**src/rtl/apb_pkg.sv**
```systemverilog
// Shared APB master definitions: FSM state encoding and width helpers.
package apb_pkg;

  typedef enum logic [1:0] {
    APB_IDLE   = 2'd0,
    APB_SETUP  = 2'd1,
    APB_ACCESS = 2'd2
  } apb_state_e;

  function automatic int unsigned clog2(input int unsigned v);
    int unsigned r;
    r = 0;
    while ((32'd1 << r) < v) r++;
    return r;
  endfunction

  // Slave-index field width; never narrower than one bit.
  function automatic int unsigned sel_bits(input int unsigned n);
    return (clog2(n) > 1) ? clog2(n) : 1;
  endfunction

endpackage

```
**src/rtl/apb_rdata_mux.sv**
```systemverilog
// N:1 mux of per-slave prdata/pready, selected by the captured slave index.
module apb_rdata_mux
  import apb_pkg::*;
#(
  parameter int unsigned DATA_WIDTH = 8,
  parameter int unsigned SLAVES     = 2
) (
  input  logic [SLAVES*DATA_WIDTH-1:0] prdata_i,
  input  logic [SLAVES-1:0]            pready_i,
  input  logic [sel_bits(SLAVES)-1:0]  sel_i,
  output logic [DATA_WIDTH-1:0]        rdata_c_o,
  output logic                         ready_c_o
);

  localparam int unsigned SEL_BITS = sel_bits(SLAVES);

  always_comb begin : mux
    rdata_c_o = '0;
    ready_c_o = 1'b0;
    for (int unsigned i = 0; i < SLAVES; i++) begin
      if (sel_i == SEL_BITS'(i)) begin
        rdata_c_o = prdata_i[i*DATA_WIDTH +: DATA_WIDTH];
        ready_c_o = pready_i[i];
      end
    end
  end

endmodule

```
**src/rtl/apb_master_nx.sv**
```systemverilog
// APB master bridge for SLAVES slaves with wait states, back-to-back and decode errors.
// Define APB_TIMEOUT_EN to abort ACCESS phases that wait TIMEOUT_CYCLES without pready.
module apb_master_nx
  import apb_pkg::*;
#(
  parameter int unsigned DATA_WIDTH     = 8,
  parameter int unsigned ADDR_WIDTH     = 5,
  parameter int unsigned SLAVES         = 2,
  parameter int unsigned TIMEOUT_CYCLES = 16
) (
  input  logic                                  clock_i,
  input  logic                                  reset_i,
  input  logic                                  transfer_i,
  input  logic                                  rw_i,
  input  logic [sel_bits(SLAVES)+ADDR_WIDTH-1:0] address_i,
  input  logic [DATA_WIDTH-1:0]                 write_data_i,
  output logic                                  busy_o,
  output logic                                  done_o,
  output logic                                  error_o,
  output logic [DATA_WIDTH-1:0]                 read_data_out_o,
  output logic [SLAVES-1:0]                     psel_o,
  output logic                                  penable_o,
  output logic                                  pwrite_o,
  output logic [ADDR_WIDTH-1:0]                 paddr_o,
  output logic [DATA_WIDTH-1:0]                 pwdata_o,
  input  logic [SLAVES*DATA_WIDTH-1:0]          prdata_i,
  input  logic [SLAVES-1:0]                     pready_i
);

  localparam int unsigned SEL_BITS = sel_bits(SLAVES);

  apb_state_e state_q, state_d;

  logic [SEL_BITS-1:0]   sel_q, sel_d;
  logic [SLAVES-1:0]     psel_q, psel_d;
  logic                  penable_q, penable_d;
  logic                  pwrite_q, pwrite_d;
  logic [ADDR_WIDTH-1:0] paddr_q, paddr_d;
  logic [DATA_WIDTH-1:0] pwdata_q, pwdata_d;
  logic [DATA_WIDTH-1:0] rdata_q, rdata_d;
  logic                  done_q, done_d;
  logic                  error_q, error_d;
  logic                  busy_q, busy_d;
  logic                  miss_pend_q, miss_pend_d;
  logic                  load_c;

  logic [SEL_BITS-1:0]   cap_idx_c;
  logic                  cap_miss_c;
  logic [DATA_WIDTH-1:0] mux_rdata_c;
  logic                  ready_c;
  logic                  timeout_c;

  assign cap_idx_c  = address_i[ADDR_WIDTH +: SEL_BITS];
  assign cap_miss_c = (32'(cap_idx_c) >= SLAVES);

  apb_rdata_mux #(
    .DATA_WIDTH (DATA_WIDTH),
    .SLAVES     (SLAVES)
  ) u_rdata_mux (
    .prdata_i  (prdata_i),
    .pready_i  (pready_i),
    .sel_i     (sel_q),
    .rdata_c_o (mux_rdata_c),
    .ready_c_o (ready_c)
  );

`ifdef APB_TIMEOUT_EN
  localparam int unsigned TW = sel_bits(TIMEOUT_CYCLES + 1);

  logic [TW-1:0] tcnt_q, tcnt_d;

  // Counts ACCESS cycles without pready; cleared on every SETUP.
  always_comb begin : tcnt_comb
    tcnt_d = tcnt_q;
    if (state_q == APB_SETUP) begin
      tcnt_d = '0;
    end else if ((state_q == APB_ACCESS) && !ready_c) begin
      tcnt_d = tcnt_q + TW'(1);
    end
  end

  always_ff @(posedge clock_i or posedge reset_i) begin : tcnt_reg
    if (reset_i) tcnt_q <= '0;
    else         tcnt_q <= tcnt_d;
  end

  assign timeout_c = (state_q == APB_ACCESS) && (tcnt_q == TW'(TIMEOUT_CYCLES - 1));
`else
  logic unused_timeout_c;
  assign unused_timeout_c = |32'(TIMEOUT_CYCLES);
  assign timeout_c        = 1'b0;
`endif

  always_ff @(posedge clock_i or posedge reset_i) begin : state_reg
    if (reset_i) begin
      state_q     <= APB_IDLE;
      sel_q       <= '0;
      psel_q      <= '0;
      penable_q   <= 1'b0;
      pwrite_q    <= 1'b0;
      paddr_q     <= '0;
      pwdata_q    <= '0;
      rdata_q     <= '0;
      done_q      <= 1'b0;
      error_q     <= 1'b0;
      busy_q      <= 1'b0;
      miss_pend_q <= 1'b0;
    end else begin
      state_q     <= state_d;
      sel_q       <= sel_d;
      psel_q      <= psel_d;
      penable_q   <= penable_d;
      pwrite_q    <= pwrite_d;
      paddr_q     <= paddr_d;
      pwdata_q    <= pwdata_d;
      rdata_q     <= rdata_d;
      done_q      <= done_d;
      error_q     <= error_d;
      busy_q      <= busy_d;
      miss_pend_q <= miss_pend_d;
    end
  end

  // A decode miss never enters SETUP; it only produces a done/error pulse.
  always_comb begin : next_state
    state_d = state_q;
    case (state_q)
      APB_IDLE: begin
        if (!miss_pend_q && transfer_i && !cap_miss_c) state_d = APB_SETUP;
      end
      APB_SETUP: state_d = APB_ACCESS;
      APB_ACCESS: begin
        if (ready_c) begin
          state_d = (transfer_i && !cap_miss_c) ? APB_SETUP : APB_IDLE;
        end else if (timeout_c) begin
          state_d = APB_IDLE;
        end
      end
      default: state_d = APB_IDLE;
    endcase
  end

  always_comb begin : out_comb
    sel_d       = sel_q;
    psel_d      = psel_q;
    penable_d   = penable_q;
    pwrite_d    = pwrite_q;
    paddr_d     = paddr_q;
    pwdata_d    = pwdata_q;
    rdata_d     = rdata_q;
    done_d      = 1'b0;
    error_d     = 1'b0;
    miss_pend_d = 1'b0;
    load_c      = 1'b0;
    busy_d      = (state_d != APB_IDLE);
    case (state_q)
      APB_IDLE: begin
        if (miss_pend_q) begin
          done_d  = 1'b1;
          error_d = 1'b1;
        end else if (transfer_i) begin
          if (cap_miss_c) begin
            done_d  = 1'b1;
            error_d = 1'b1;
          end else begin
            load_c = 1'b1;
          end
        end
      end
      APB_SETUP: penable_d = 1'b1;
      APB_ACCESS: begin
        if (ready_c) begin
          done_d    = 1'b1;
          psel_d    = '0;
          penable_d = 1'b0;
          if (!pwrite_q) rdata_d = mux_rdata_c;
          // Back-to-back miss: report it one cycle after this completion.
          if (transfer_i) begin
            if (cap_miss_c) miss_pend_d = 1'b1;
            else            load_c      = 1'b1;
          end
        end else if (timeout_c) begin
          done_d    = 1'b1;
          error_d   = 1'b1;
          psel_d    = '0;
          penable_d = 1'b0;
        end
      end
      default: begin
        psel_d    = '0;
        penable_d = 1'b0;
      end
    endcase
    if (load_c) begin
      sel_d     = cap_idx_c;
      psel_d    = SLAVES'(1) << cap_idx_c;
      penable_d = 1'b0;
      pwrite_d  = rw_i;
      paddr_d   = address_i[ADDR_WIDTH-1:0];
      pwdata_d  = write_data_i;
    end
  end

  assign busy_o          = busy_q;
  assign done_o          = done_q;
  assign error_o         = error_q;
  assign read_data_out_o = rdata_q;
  assign psel_o          = psel_q;
  assign penable_o       = penable_q;
  assign pwrite_o        = pwrite_q;
  assign paddr_o         = paddr_q;
  assign pwdata_o        = pwdata_q;

endmodule

```
**config.mk**
```make
export PLATFORM = sky130hd
export DESIGN_NAME = apb_master_nx
export DESIGN_NICKNAME = d
export VERILOG_FILES = /design/src/rtl/apb_pkg.sv /design/src/rtl/apb_rdata_mux.sv /design/src/rtl/apb_master_nx.sv
export SDC_FILE = /design/constraint.sdc
export NUM_CORES = 1
export LEC_CHECK = 0
export CORE_ASPECT_RATIO = 1.4
export CORE_UTILIZATION = 40
export DETAILED_ROUTE_END_ITERATION = 8
export GPL_ROUTABILITY_DRIVEN = 0
export HOLD_SLACK_MARGIN = 0.02
export PLACE_DENSITY = 0.8
export SLEW_MARGIN = 5
export SYNTH_ARGS = -nofsm -noshare
export SYNTH_HDL_FRONTEND = slang
export SYNTH_SLANG_ARGS = --single-unit
```
**constraint.sdc**
```tcl
create_clock -name clock_i -period 1.9 [get_ports clock_i]
set_input_delay 0.38 -clock clock_i [delete_from_list [all_inputs] [get_ports clock_i]]
set_output_delay 0.38 -clock clock_i [all_outputs]
set_load 0.03 [all_outputs]
```
## Yosys cells after proc, flatten, opt, wreduce, memory -nomap -nowiden

Cells that the tools add are included.

| word-level totals | value |
|---|---|
| logic and storage cells | 40 |
| output and inout bits | 28 |
| register bits | 30 |
| bits of input ports | 36 |

| cells by class | value |
|---|---|
| shifts and indexed selects | 1 |
| reductions and logical operators | 6 |
| mux-type cells | 17 |
| equality and inequality tests | 5 |
| bitwise operators | 1 |

Operator list:

| operator | count |
|---|---|
| $mux W1 | 8 |
| $mux W2 | 4 |
| $mux W8 | 1 |
| $pmux W2 S3 | 1 |
| $pmux W2 S2 | 1 |
| $reduce_and A2 Y1 | 2 |
| $ne A3 B3 Y1 const B | 1 |
| $pmux W1 S3 | 1 |
| $reduce_and A3 Y1 | 1 |
| $eq A2 B1 Y1 const B | 1 |
| $eq A2 B2 Y1 const B | 1 |
| $logic_not A2 Y1 | 1 |
| $ne A2 B1 Y1 const B | 1 |
| $ne A2 B2 Y1 const B | 1 |
| $pmux W1 S2 | 1 |
| $reduce_bool A2 Y1 | 1 |
| $reduce_or A2 Y1 | 1 |
| $shl A1 B1 Y2 const A | 1 |
| $not A1 Y1 | 1 |

## Depth between registers and ports, before layout

| depth | value |
|---|---|
| depth in word-level cells | 5 |
| mapped depth | 5 |
| gate-level depth less buffers | 3 |

## Modules after synthesis

From an unflattened synthesis, not the netlist that was laid out.

| second synthesis, totals | value |
|---|---|
| cells, all modules | 90 |
| area total of the unflattened synthesis | 1,438.9 um2 |

Modules (own cells, without submodules):

| module | cells an instance | instances | area an instance (um2) |
|---|---|---|---|
| apb_master_nx | 80 | 1 | 1,292.5 |
| apb_rdata_mux | 10 | 1 | 146.4 |

## Worst setup path before layout

OpenSTA, ideal clock, no wires.

| timing | value |
|---|---|
| path kind | reg-to-reg |
| start | register state_q[0] |
| end | register paddr_q[0] (netlist: paddr_o[0]) |
| stages on the path, launching flop included | 6 |
| arrival time | 1,495 ps |
| data required time | 1,772 ps |
| setup slack | 277 ps |
| setup time | 128 ps |
| cells stage by stage | dfrtp_1 > clkbuf_1 > nand2b_1 > a21oi_2 > buf_4 > mux2_1 |

| on the way | value |
|---|---|
| cells in the longest elaborated chain, start to end | 2 |
| elaborated cells between the ends (all ways) | 3 |

Ends and longest elaborated chain:

| element | RTL line | text |
|---|---|---|
| from (decl) | apb_master_nx.sv:32 | `apb_state_e state_q, state_d;` |
| from (signal assigned) | apb_master_nx.sv:109 | `state_q <= state_d;` |
| $eq A2 B2 Y1 or $logic_not A2 Y1 (tied branches) | apb_master_nx.sv:156 | `case (state_q)` |
| $pmux W1 S2 (*) | apb_master_nx.sv:156 |  |
| to (signal assigned) | apb_master_nx.sv:114 | `paddr_q <= paddr_d;` |
| to (decl) | apb_master_nx.sv:38 | `logic [ADDR_WIDTH-1:0] paddr_q, paddr_d;` |

Every way passes the cells marked *; elsewhere a longest branch is shown, timed or not.
A chain may end at the register's enable or synchronous reset.

## Worst setup path in the final report

| timing | value |
|---|---|
| start | register pwrite_q (netlist: pwrite_o) |
| end | output port pwrite_o |

RTL lines:

| element | RTL line | text |
|---|---|---|
| from (decl) | apb_master_nx.sv:37 | `logic pwrite_q, pwrite_d;` |
| from (signal assigned) | apb_master_nx.sv:113 | `pwrite_q <= pwrite_d;` |
| to (decl) | apb_master_nx.sv:23 | `output logic pwrite_o,` |

No word-level cell between the ends.

==> results.yml <==
cells_and_area:
  drive_above_1_share_pct: 13.9
  antenna_cells: 0
  fin_area_mm2: 0.00210
  area_growth_pct: 61.3
  final_nets: 201
yosys:
  synth-compound-area-share_pct: 5.76
  syn-cell-area_mm2: 0.00130
  synth_xor_area_share_pct: 0
  yosys.area_share.simple_pct: 5.37
  synth_top_area_share_pct: 57.6
  yosysUniqueCellTypes: 25
  synth_fa_ha_area_share_pct: 0
  yosys.area.top_type: "dfrtp_1"
  yosysWarnings: 0
  synth_top_family_by_area: "multiplexers"
  seq_area_frac_synth_pct: 57.6
  synth_ff_type: "dfrtp_1"
  synth-async-reset-ratio_pct: 100
  syn_inst: 96
  synth.area.mux_share_pct: 27.7
  ys_seq_elements: 30
  synth_edf_count: 0
  synth.most_common_cell: "dfrtp_1"
  syn_nets: 132
  synth.avg_cell_area_um2: 13.6
  synth_area_leaders: "dfrtp_1 (58%), mux2_1 (19%), mux2_2 (6.9%)"
  yosys-top-cells-count: "dfrtp_1 (30), mux2_1 (22), mux2_2 (8)"
timing:
  fin_crit_sh_pct: 91.1
  finalMaxSlewViolations: 0
  setup_viol: 0
  finalSetupTns_ns: 0
  fmax_mhz: 577
  hold_viol: 0
  hold_slack_ns: 0.361
  rsz0062_at_grt: "no"
  finalCriticalPeriod_ns: 1.73
  finalClockSkew_ns: 0.00475
global_route:
  grt_pass1_vias: 1007
  grt_first_pass_wirelength_mm: 4.77
  grt_use_total_pct: 19.3
  grt_max_degree: 24
  gr-total-overflow: 0
  antenna_found_initial: 0
pwr:
  swShare_pct: 38.8
  power.leakage_nw: 0.892
  pwr-share-seq_pct: 32.8
  vdd.ir_drop.worst_v: 0.000929
  p_sw_mw: 1.28
  pwr-share-clk_pct: 15.7
  p_comb_share_pct: 51.5
  intPower_mw: 2.01
  power_density_mw_per_mm2: 1560
clock_network:
  cts.sink_count: 30
  cts_setup_buffers: 0
  numCtsBuffers: 5
  insertion_delay_ns: 0.28
  root_buffer: "clkbuf_8"
  cts.clk_slew.worst_paths_ns: 0.06
  ctsResizeCount: 0
  cts_buffer_depth: 2
  cts-htree-levels: 2
  holdBufCountCts: 0
  cts_tree: "done"
routing:
  avgRoutedWirePerCell_um: 14.0
  totalWireLength_mm: 2.87
  first_pass_iters: 4
  vias: 1005
  avgViaCountPerCell: 4.90
  ant_nets: 0
  drtIter0Drc: 13
  drc: 0
placed_design:
  place_area_mm2: 0.00201
  port_buffers: 62
  hpwl_mm: 2.22
floorplanning:
  die_x_um: 50.3
  initial_core_util_pct: 41.7
  fp.dieH_um: 69.6
  coreArea_mm2: 0.00312
  row_count: 24
  ios: 64
  die_area_mm2: 0.00349
critical_path:
  cpPeakStageDelay_ns: 0.70
  path_cells: "clkdlybuf4s50_1"
  cp_max_fo: 3
  path_class: "reg2out"
  end_kind: "output port"
  startpoint_type: "flop"
  crit_family: "buffers and inverters"
  cp.required_ns: 1.52
  cp_slowest_cell: "clkdlybuf4s50_1"
  rrSetupSlack_ns: 0.27
  crit_buf_inv: 1
  crit_arrival_ns: 1.35
worst_hold_path:
  hold_path.class: "in2async"
flow_run:
  drv_cap: 0
status:
  status: "finished, final reports clean"
[layout by cell type (no fill, tap or decap), types with 2 or more instances in the layout]
| master | synthesis | layout |
|---|---|---|
| clkdlybuf4s50_1 | 0 | 62 |
| dfrtp_1 | 30 | 30 |
| mux2_1 | 22 | 22 |
| mux2_2 | 8 | 8 |
| clkbuf_8 | 0 | 6 |
| buf_4 | 2 | 4 |
| nand2b_1 | 3 | 3 |
| inv_1 | 3 | 3 |
| nor2b_1 | 3 | 3 |
| nor2_1 | 3 | 3 |
| o21ai_1 | 3 | 3 |
| a21oi_1 | 2 | 2 |
| buf_12 | 0 | 2 |
[area by class of cell]
cell class / instances / area (µm²)
Fill cell: 251 / 1020
Sequential cell: 30 / 751
Timing Repair Buffer: 68 / 691
Multi-Input combinational cell: 57 / 510
Clock buffer: 7 / 86.3
Tap cell: 39 / 48.8
Inverter: 3 / 11.3
Clock inverter: 1 / 5.00
[power by group through the flow]
stage               clock (mW)  combinational (mW)  sequential [mW]
global route             0.556                1.79             1.12
finish                   0.517                1.69             1.08
CTS                      0.534                1.72             1.08
detailed placement           0                1.71             1.09
global placement             0                1.67             1.08
floorplan                    0               0.436             1.59
[path summary, 6_finish.rpt]
check / startpoint / end / cells past startpoint
max reg2reg: state_q[0]$_DFF_PP0_ / read_data_out_o[0]$_DFFE_PP0P_ / 3
max: pwrite_o$_DFFE_PP0P_ / pwrite_o / 1
max in group asynchronous: reset_i / read_data_out_o[7]$_DFFE_PP0P_ / 3
min: reset_i / penable_o$_DFFE_PP0P_ / 2
min in group clock_i: read_data_out_o[2]$_DFFE_PP0P_ / read_data_out_o[2]$_DFFE_PP0P_ / 1
min reg2reg: read_data_out_o[2]$_DFFE_PP0P_ / read_data_out_o[2]$_DFFE_PP0P_ / 1
[per-layer routing]
metal / track usage (%) / share of wire, %
met5: 0 / 0
met3: 7.24 / 9.3
met4: 13.3 / 3.0
met2: 30.2 / 51
met1: 21.1 / 36
[stage by stage]
stage	utilization (%)	cells	power (mW)	worst slack [ns]
final	67.3	205	3.29	0.168
after global routing	67.3	205	3.47	0.112
after CTS	67.3	205	3.34	0.164
after detailed placement	64.4	197	2.80	-0.0998
after global placement	64.4	197	2.74	-0.0302
after floorplan	-	96	2.03	0.277
[cells by family (layout without fill, tap and decap cells)]
group | count (synthesis) | in the layout
other | 1 | 1
buffers and inverters | 9 | 79
and+or+nand+nor | 13 | 13
muxes | 32 | 32
DFF | 30 | 30
AOI/OAI and AO/OA | 11 | 11
[registers in the layout, indices dropped and copies added (netlist names)]
register         flops
pwrite_o             1
sel_q                1
psel_o               2
state_q              2
done_o               1
penable_o            1
busy_o               1
paddr_o              5
pwdata_o             8
read_data_out_o      8
Power figures use the tool's default switching activity.
